File: src/rtl/core_arb_pkg.sv
// ============================================================================
// Module      : core_arb_pkg
// Description : Shared types and helpers for the core memory arbiter.
// Revision    : 1.0 - initial release
// ============================================================================
`default_nettype none

package core_arb_pkg;

    localparam int c_MAX_MASTERS = 16;

    function automatic int id_w(input int n);
        return (n <= 2) ? 1 : $clog2(n);
    endfunction

    localparam int c_ID_W_MAX = id_w(c_MAX_MASTERS);

    // Master IDs are carried at the widest supported width so every user shares one type.
    typedef logic [c_ID_W_MAX-1:0] master_id_t;

    typedef struct packed {
        logic       found;
        master_id_t id;
    } rr_pick_t;

    // First requester at or after ptr, wrapping within the n populated masters.
    function automatic rr_pick_t rr_pick(
        input logic [c_MAX_MASTERS-1:0] req,
        input master_id_t               ptr,
        input int                       n
    );
        rr_pick_t pick;
        int       idx;
        pick = '0;
        for (int k = 0; k < c_MAX_MASTERS; k++) begin
            idx = (int'(ptr) + k) % n;
            if ((k < n) && !pick.found && req[master_id_t'(idx)]) begin
                pick.found = 1'b1;
                pick.id    = master_id_t'(idx);
            end
        end
        return pick;
    endfunction

endpackage

`default_nettype wire

File: src/rtl/core_arb_id_fifo.sv
// ============================================================================
// Module      : core_arb_id_fifo
// Description : In-order FIFO of granted master IDs used to route responses.
// Revision    : 1.0 - initial release
// ============================================================================
`default_nettype none

module core_arb_id_fifo
    import core_arb_pkg::*;
#(
    parameter int DEPTH = 4
) (
    input  logic                       clk,
    input  logic                       rst,
    input  logic                       push,
    input  master_id_t                 push_id,
    input  logic                       pop,
    output master_id_t                 head_id,
    output logic                       full,
    output logic                       empty,
    output logic [$clog2(DEPTH+1)-1:0] count
);

    localparam int c_PTR_W = (DEPTH > 1) ? $clog2(DEPTH) : 1;
    localparam int c_CNT_W = $clog2(DEPTH + 1);

    master_id_t           r_mem [DEPTH];
    logic [c_PTR_W-1:0]   r_wr_ptr;
    logic [c_PTR_W-1:0]   r_rd_ptr;
    logic [c_CNT_W-1:0]   r_count;
    logic                 w_do_push;
    logic                 w_do_pop;

    function automatic logic [c_PTR_W-1:0] ptr_inc(input logic [c_PTR_W-1:0] p);
        return (p == c_PTR_W'(DEPTH - 1)) ? '0 : p + 1'b1;
    endfunction

    assign full      = (r_count == c_CNT_W'(DEPTH));
    assign empty     = (r_count == '0);
    assign count     = r_count;
    assign head_id   = r_mem[r_rd_ptr];
    assign w_do_push = push & ~full;
    assign w_do_pop  = pop & ~empty;

    always_ff @(posedge clk or negedge rst) begin
        if (!rst) begin
            r_wr_ptr <= '0;
            r_rd_ptr <= '0;
            r_count  <= '0;
        end else begin
            if (w_do_push) r_wr_ptr <= ptr_inc(r_wr_ptr);
            if (w_do_pop)  r_rd_ptr <= ptr_inc(r_rd_ptr);
            if (w_do_push && !w_do_pop)      r_count <= r_count + 1'b1;
            else if (!w_do_push && w_do_pop) r_count <= r_count - 1'b1;
        end
    end

    // Storage carries no reset; contents are only read while count is nonzero.
    always_ff @(posedge clk) begin
        if (w_do_push) r_mem[r_wr_ptr] <= push_id;
    end

endmodule

`default_nettype wire

File: src/rtl/core_mem_arbiter.sv
// ============================================================================
// Module      : core_mem_arbiter
// Description : Round-robin N-to-1 arbiter for a req/gnt/rvalid memory port.
// Revision    : 1.0 - initial release
// ============================================================================
`default_nettype none

module core_mem_arbiter
    import core_arb_pkg::*;
#(
    parameter int NUM_MASTERS = 4,
    parameter int ADDR_WIDTH  = 32,
    parameter int DATA_WIDTH  = 32,
    parameter int BE_WIDTH    = 4,
    parameter int MAX_OUTST   = 4
) (
    input  logic                              clk,
    input  logic                              rst,
    input  logic [NUM_MASTERS-1:0]            m_req,
    input  logic [NUM_MASTERS*ADDR_WIDTH-1:0] m_addr,
    input  logic [NUM_MASTERS-1:0]            m_we,
    input  logic [NUM_MASTERS*BE_WIDTH-1:0]   m_be,
    input  logic [NUM_MASTERS*DATA_WIDTH-1:0] m_wdata,
    output logic [NUM_MASTERS-1:0]            m_gnt,
    output logic [NUM_MASTERS-1:0]            m_rvalid,
    output logic [DATA_WIDTH-1:0]             m_rdata,
    output logic                              s_req,
    output logic [ADDR_WIDTH-1:0]             s_addr,
    output logic                              s_we,
    output logic [BE_WIDTH-1:0]               s_be,
    output logic [DATA_WIDTH-1:0]             s_wdata,
    input  logic                              s_gnt,
    input  logic                              s_rvalid,
    input  logic [DATA_WIDTH-1:0]             s_rdata,
    output logic [$clog2(MAX_OUTST+1)-1:0]    outst_cnt,
    output logic                              err
);

    logic [c_MAX_MASTERS-1:0] w_req_ext;
    logic [c_MAX_MASTERS-1:0] w_we_ext;
    logic [ADDR_WIDTH-1:0]    w_addr  [c_MAX_MASTERS];
    logic [BE_WIDTH-1:0]      w_be    [c_MAX_MASTERS];
    logic [DATA_WIDTH-1:0]    w_wdata [c_MAX_MASTERS];

    // Widen the packed buses to the maximum master count so a full-width ID indexes them safely.
    for (genvar i = 0; i < c_MAX_MASTERS; i++) begin : g_unpack
        if (i < NUM_MASTERS) begin : g_used
            assign w_req_ext[i] = m_req[i];
            assign w_we_ext[i]  = m_we[i];
            assign w_addr[i]    = m_addr[i*ADDR_WIDTH +: ADDR_WIDTH];
            assign w_be[i]      = m_be[i*BE_WIDTH +: BE_WIDTH];
            assign w_wdata[i]   = m_wdata[i*DATA_WIDTH +: DATA_WIDTH];
        end else begin : g_unused
            assign w_req_ext[i] = 1'b0;
            assign w_we_ext[i]  = 1'b0;
            assign w_addr[i]    = '0;
            assign w_be[i]      = '0;
            assign w_wdata[i]   = '0;
        end
    end

    logic       r_lock;
    master_id_t r_lock_id;
    master_id_t r_rr_ptr;
    logic       r_err;

    rr_pick_t   w_pick;
    master_id_t w_sel;
    master_id_t w_sel_next;
    master_id_t w_head;
    logic       w_full;
    logic       w_empty;
    logic       w_s_req;
    logic       w_push;
    logic       w_pop;
    logic       w_lock_drop;

    always_comb begin
        w_pick      = rr_pick(w_req_ext, r_rr_ptr, NUM_MASTERS);
        w_sel       = r_lock ? r_lock_id : (w_pick.found ? w_pick.id : r_rr_ptr);
        w_sel_next  = (w_sel == master_id_t'(NUM_MASTERS - 1)) ? '0 : w_sel + 1'b1;
        // Full blocks requests outright; an rvalid in the same cycle does not reopen the path.
        w_s_req     = rst & w_req_ext[w_sel] & ~w_full;
        w_push      = w_s_req & s_gnt;
        w_pop       = rst & s_rvalid & ~w_empty;
        w_lock_drop = r_lock & ~w_req_ext[r_lock_id];
    end

    always_comb begin
        m_gnt    = '0;
        m_rvalid = '0;
        for (int i = 0; i < NUM_MASTERS; i++) begin
            if (w_push && (w_sel == master_id_t'(i)))  m_gnt[i]    = 1'b1;
            if (w_pop && (w_head == master_id_t'(i)))  m_rvalid[i] = 1'b1;
        end
    end

    assign s_req   = w_s_req;
    assign s_addr  = w_addr[w_sel];
    assign s_we    = w_we_ext[w_sel];
    assign s_be    = w_be[w_sel];
    assign s_wdata = w_wdata[w_sel];
    assign m_rdata = s_rdata;
    assign err     = r_err;

    always_ff @(posedge clk or negedge rst) begin
        if (!rst) begin
            r_lock    <= 1'b0;
            r_lock_id <= '0;
            r_rr_ptr  <= '0;
            r_err     <= 1'b0;
        end else begin
            if (w_push) begin
                r_lock   <= 1'b0;
                r_rr_ptr <= w_sel_next;
            end else if (w_lock_drop) begin
                r_lock <= 1'b0;
            end else if (w_s_req) begin
                r_lock    <= 1'b1;
                r_lock_id <= w_sel;
            end
            if (w_lock_drop || (s_gnt && !w_s_req) || (s_rvalid && w_empty))
                r_err <= 1'b1;
        end
    end

    core_arb_id_fifo #(
        .DEPTH (MAX_OUTST)
    ) u_id_fifo (
        .clk     (clk),
        .rst     (rst),
        .push    (w_push),
        .push_id (w_sel),
        .pop     (w_pop),
        .head_id (w_head),
        .full    (w_full),
        .empty   (w_empty),
        .count   (outst_cnt)
    );

endmodule

`default_nettype wire

File: config.mk
export PLATFORM = sky130hd
export DESIGN_NAME = core_mem_arbiter
export DESIGN_NICKNAME = d
export VERILOG_FILES = /design/src/rtl/core_arb_pkg.sv /design/src/rtl/core_arb_id_fifo.sv /design/src/rtl/core_mem_arbiter.sv
export SDC_FILE = /design/constraint.sdc
export NUM_CORES = 1
export LEC_CHECK = 0
export ABC_CLOCK_PERIOD_IN_PS = 3600
export CORE_AREA = 2 2 167 169
export DETAILED_ROUTE_END_ITERATION = 12
export DIE_AREA = 0 0 169 171
export MAX_ROUTING_LAYER = met4
export SYNTH_ARGS = -nofsm -noshare
export SYNTH_HDL_FRONTEND = slang
export SYNTH_SLANG_ARGS = --single-unit
File: constraint.sdc
create_clock -name clk -period 3.6 [get_ports clk]
set_input_delay 0.54 -clock clk [delete_from_list [all_inputs] [get_ports clk]]
set_output_delay 0.54 -clock clk [all_outputs]
set_load 0.05 [all_outputs]
==> results.cfg <==
[status]
status = finished, final reports clean

[setup_path]
path_buf_inv = 3
path_class = input pin to output pin
critPathMaxStageDelay_ns = 0.53
worst-path-max-fanout = 5
endpoint_kind = output pin
worstPathArrival_ns = 2.91
critPathLaunchType = input pin
crit_slowest_cell = or4_4
crit_family = simple AND/OR/NAND/NOR gates
crit_required_ns = 3.06
crit_chain = clkdlybuf4s50_1 > or2_2 > o22ai_1 > or4_4 > o211a_1 > a211oi_4 > buf_4 > and2_1 > buf_12

[synthesis]
synth_top_area_share = 0.3510
syn-instance-count = 432
yosysUniqueCellTypes = 47
synth-main-ff-cell = dfrtp_1
synth_seq_cells = 33
syn_area_mm2 = 0.004021
syn_nets = 759
synth_most_common_cell = mux2i_1
yosysWarnings = 0
synth-seq-area-share = 0.2253
synth_commonest_cells = mux2i_1, o22ai_1, buf_4, dfrtp_1
synth_top_cell_by_area = mux2i_1
syn_avg_cell_area_um2 = 9.309
async_reset_ff_frac = 0.5152
synth_edf_count = 16
synthTopCellsByArea = mux2i_1, edfxtp_1, o22ai_1

[cells_and_area]
fill_cells = 2838
drive_gt1_frac = 0.2071
nets = 1113
synthToLayoutAreaGrowth_pct = 120.2

[timing]
rsz0062_at_grt = no
max_slew_margin = 0.6411
final_hold_viol_count = 0
max_slew.worst_pin.slew_ns = 0.5366
slew_viol_final = 0
fin_crit_sh = 0.9573
finClkSkew_ns = 0.003670
clock.fmax_ghz = 0.2902
fin_setup_tns_ns = 0
setup_violations = 0
layout_min_cycle_time_ns = 3.446

[run]
cap_viol_max_count = 0

[power]
total_power_mw = 8.366
leakage_nw = 3.878
cellPowerDensity_mw_per_mm2 = 944.8
ir_worst_vdd_mv = 0.5035

[global_routing]
antenna_found_initial = 2
grtUsageTotal = 0.1303
grt_pass1_vias = 4653
grt-ovfl-total = 0
grt_max_degree = 70
grt_first_pass_wirelength_mm = 27.94

[floorplan]
die_h_um = 171
start_util = 0.1472
core_mm2 = 0.02732
ios = 430
dieArea_mm2 = 0.02890
num_rows = 61
dieWidth_um = 169

[detailed_routing]
vias = 4734
vias_per_cell = 4.167
first_pass_iters = 4
drc = 0
drt_iter0_drc = 151
drt-wirelength-per-cell_um = 17.84
wirelength_mm = 20.26
ant_nets = 0

[clocking]
cts_buffer_depth = 2
clkLatencyLatePin_ns = 0.27
path_clk_slew_ns = 0.05
clkSinkCount = 33
cts_buffers = 5
clockRootBuffer = clkbuf_16
ctsHoldBuffers = 0
cts.htree.levels = 2
cts_tree = built

[placement]
gp_congestion = 0.7898
port_buffers = 365
place_hpwl_mm = 17.04

[hold_path]
hold_path_class = flip-flop to flip-flop
[per-stage QoR]
step,instance area (µm²),util,cells,hold slack (ns),worst slack [ns]
2_1_floorplan,4021,-,432,0.2444,0.03865
3_3_place_gp,8518,0.3118,1119,0.4671,-0.05134
3_5_place_dp,8518,0.3118,1119,0.4852,-0.09414
4_1_cts,8705,0.3186,1127,0.4967,0.005368
5_1_grt,8852,0.3240,1135,0.5231,0.05081
6_report,8855,0.3241,1136,0.4879,0.1537
[sequential cells by signal, indices dropped and copies added (netlist names)]
| name | count |
|---|---|
| u_id_fifo.r_wr_ptr | 2 |
| r_lock | 1 |
| r_lock_id | 4 |
| u_id_fifo.r_mem | 16 |
| u_id_fifo.r_rd_ptr | 2 |
| u_id_fifo.count | 3 |
| r_rr_ptr | 4 |
| err | 1 |
[what timing repair did]
item | CTS | global route
endpoints found under the hold margin | 0 | 0
gates resized for setup | 5 | 19
setup endpoints to repair | 4 | 63
cloned | 0 | 1
pin swaps | 0 | 4
setup buffers | 0 | 5
[cell type report]
type                       instances  area (µm²)  area share
antenna                            3       7.507   0.0008478
clock buffer                       6       128.9     0.01455
clock inverter                     2       33.78    0.003815
inverter                          12       45.04    0.005087
multi-input combinational        319        2769      0.3127
sequential                        33       905.9      0.1023
tap                              346       432.9     0.04889
timing repair buffer             415        4532      0.5118
[power by group]
part           switching (mW)  internal (mW)
Clock                   0.140          0.324
Sequential              0.132          0.494
Combinational            4.12           3.16
[worst paths after layout]
| kind | end | slack [ns] | from | cells past startpoint |
|---|---|---|---|---|
| max | m_gnt[3] | 0.15 | m_req[1] | 9 |
| min | err$_DFFE_PN0P_ | 0.49 | err$_DFFE_PN0P_ | 2 |
| max reg2reg | u_id_fifo.count[2]$_DFFE_PN0P_ | 0.53 | r_rr_ptr[0]$_DFFE_PN0P_ | 11 |
| min reg2reg | err$_DFFE_PN0P_ | 0.49 | err$_DFFE_PN0P_ | 2 |
| max in group asynchronous | r_lock_id[1]$_DFFE_PN0P_ | 2.78 | rst | 2 |
| min in group asynchronous | u_id_fifo.r_rd_ptr[0]$_DFFE_PN0P_ | 0.67 | rst | 2 |
[layer usage]
layer	vias up	share of wire	GRT usage
met5	-	0	-
met4	0	0.0038	0.007804
li1	2328	-	-
met1	2195	0.43	0.1649
met3	7	0.057	0.02915
met2	204	0.51	0.2231
[cell usage in the layout (no fill, tap or decap), types with 3 or more instances in the layout]
cell type        netlist  final
inv_1                 12     12
buf_6                  1      4
clkdlybuf4s50_1        0    284
o22ai_2                0     10
ha_1                  10     10
and2_1                10     10
nor2b_1                8      8
buf_4                 32     70
buf_12                 0     52
edfxtp_1              16     16
nand2_1                6      4
diode_2                0      3
o21ai_0                6      5
o22ai_1               70     60
nor2_1                10     10
clkbuf_16              0      6
a21oi_1                7      5
dlymetal6s2s_1         0      3
nor3_1                 9      9
mux2i_1              141    139
dfrtp_1               17     17
mux2_2                 6      6
[worst register-to-register path, delay by kind of cell, from the launching register on]
family,cells,cell delay (ns)
AND/OR/NAND/NOR,3,0.84
buffers and inverters,1,0.05
XOR/XNOR,2,0.30
AO/OA/AOI/OAI,3,0.74
flip-flops,1,0.47
adder cells (fa/ha/maj),2,0.59
[logic make-up (layout without fill, tap and decap cells)]
group	after synthesis	count (layout)	synth area share
muxes	150	150	0.3818
buffers and inverters	80	435	0.1111
xor gates and xnor gates	3	3	0.006535
other	0	3	0
AOI/OAI and AO/OA	102	102	0.1683
adders and majority gates	11	11	0.03609
DFF	33	33	0.2253
and+or+nand+nor	53	53	0.07094
(Power assumes the default switching activity.)
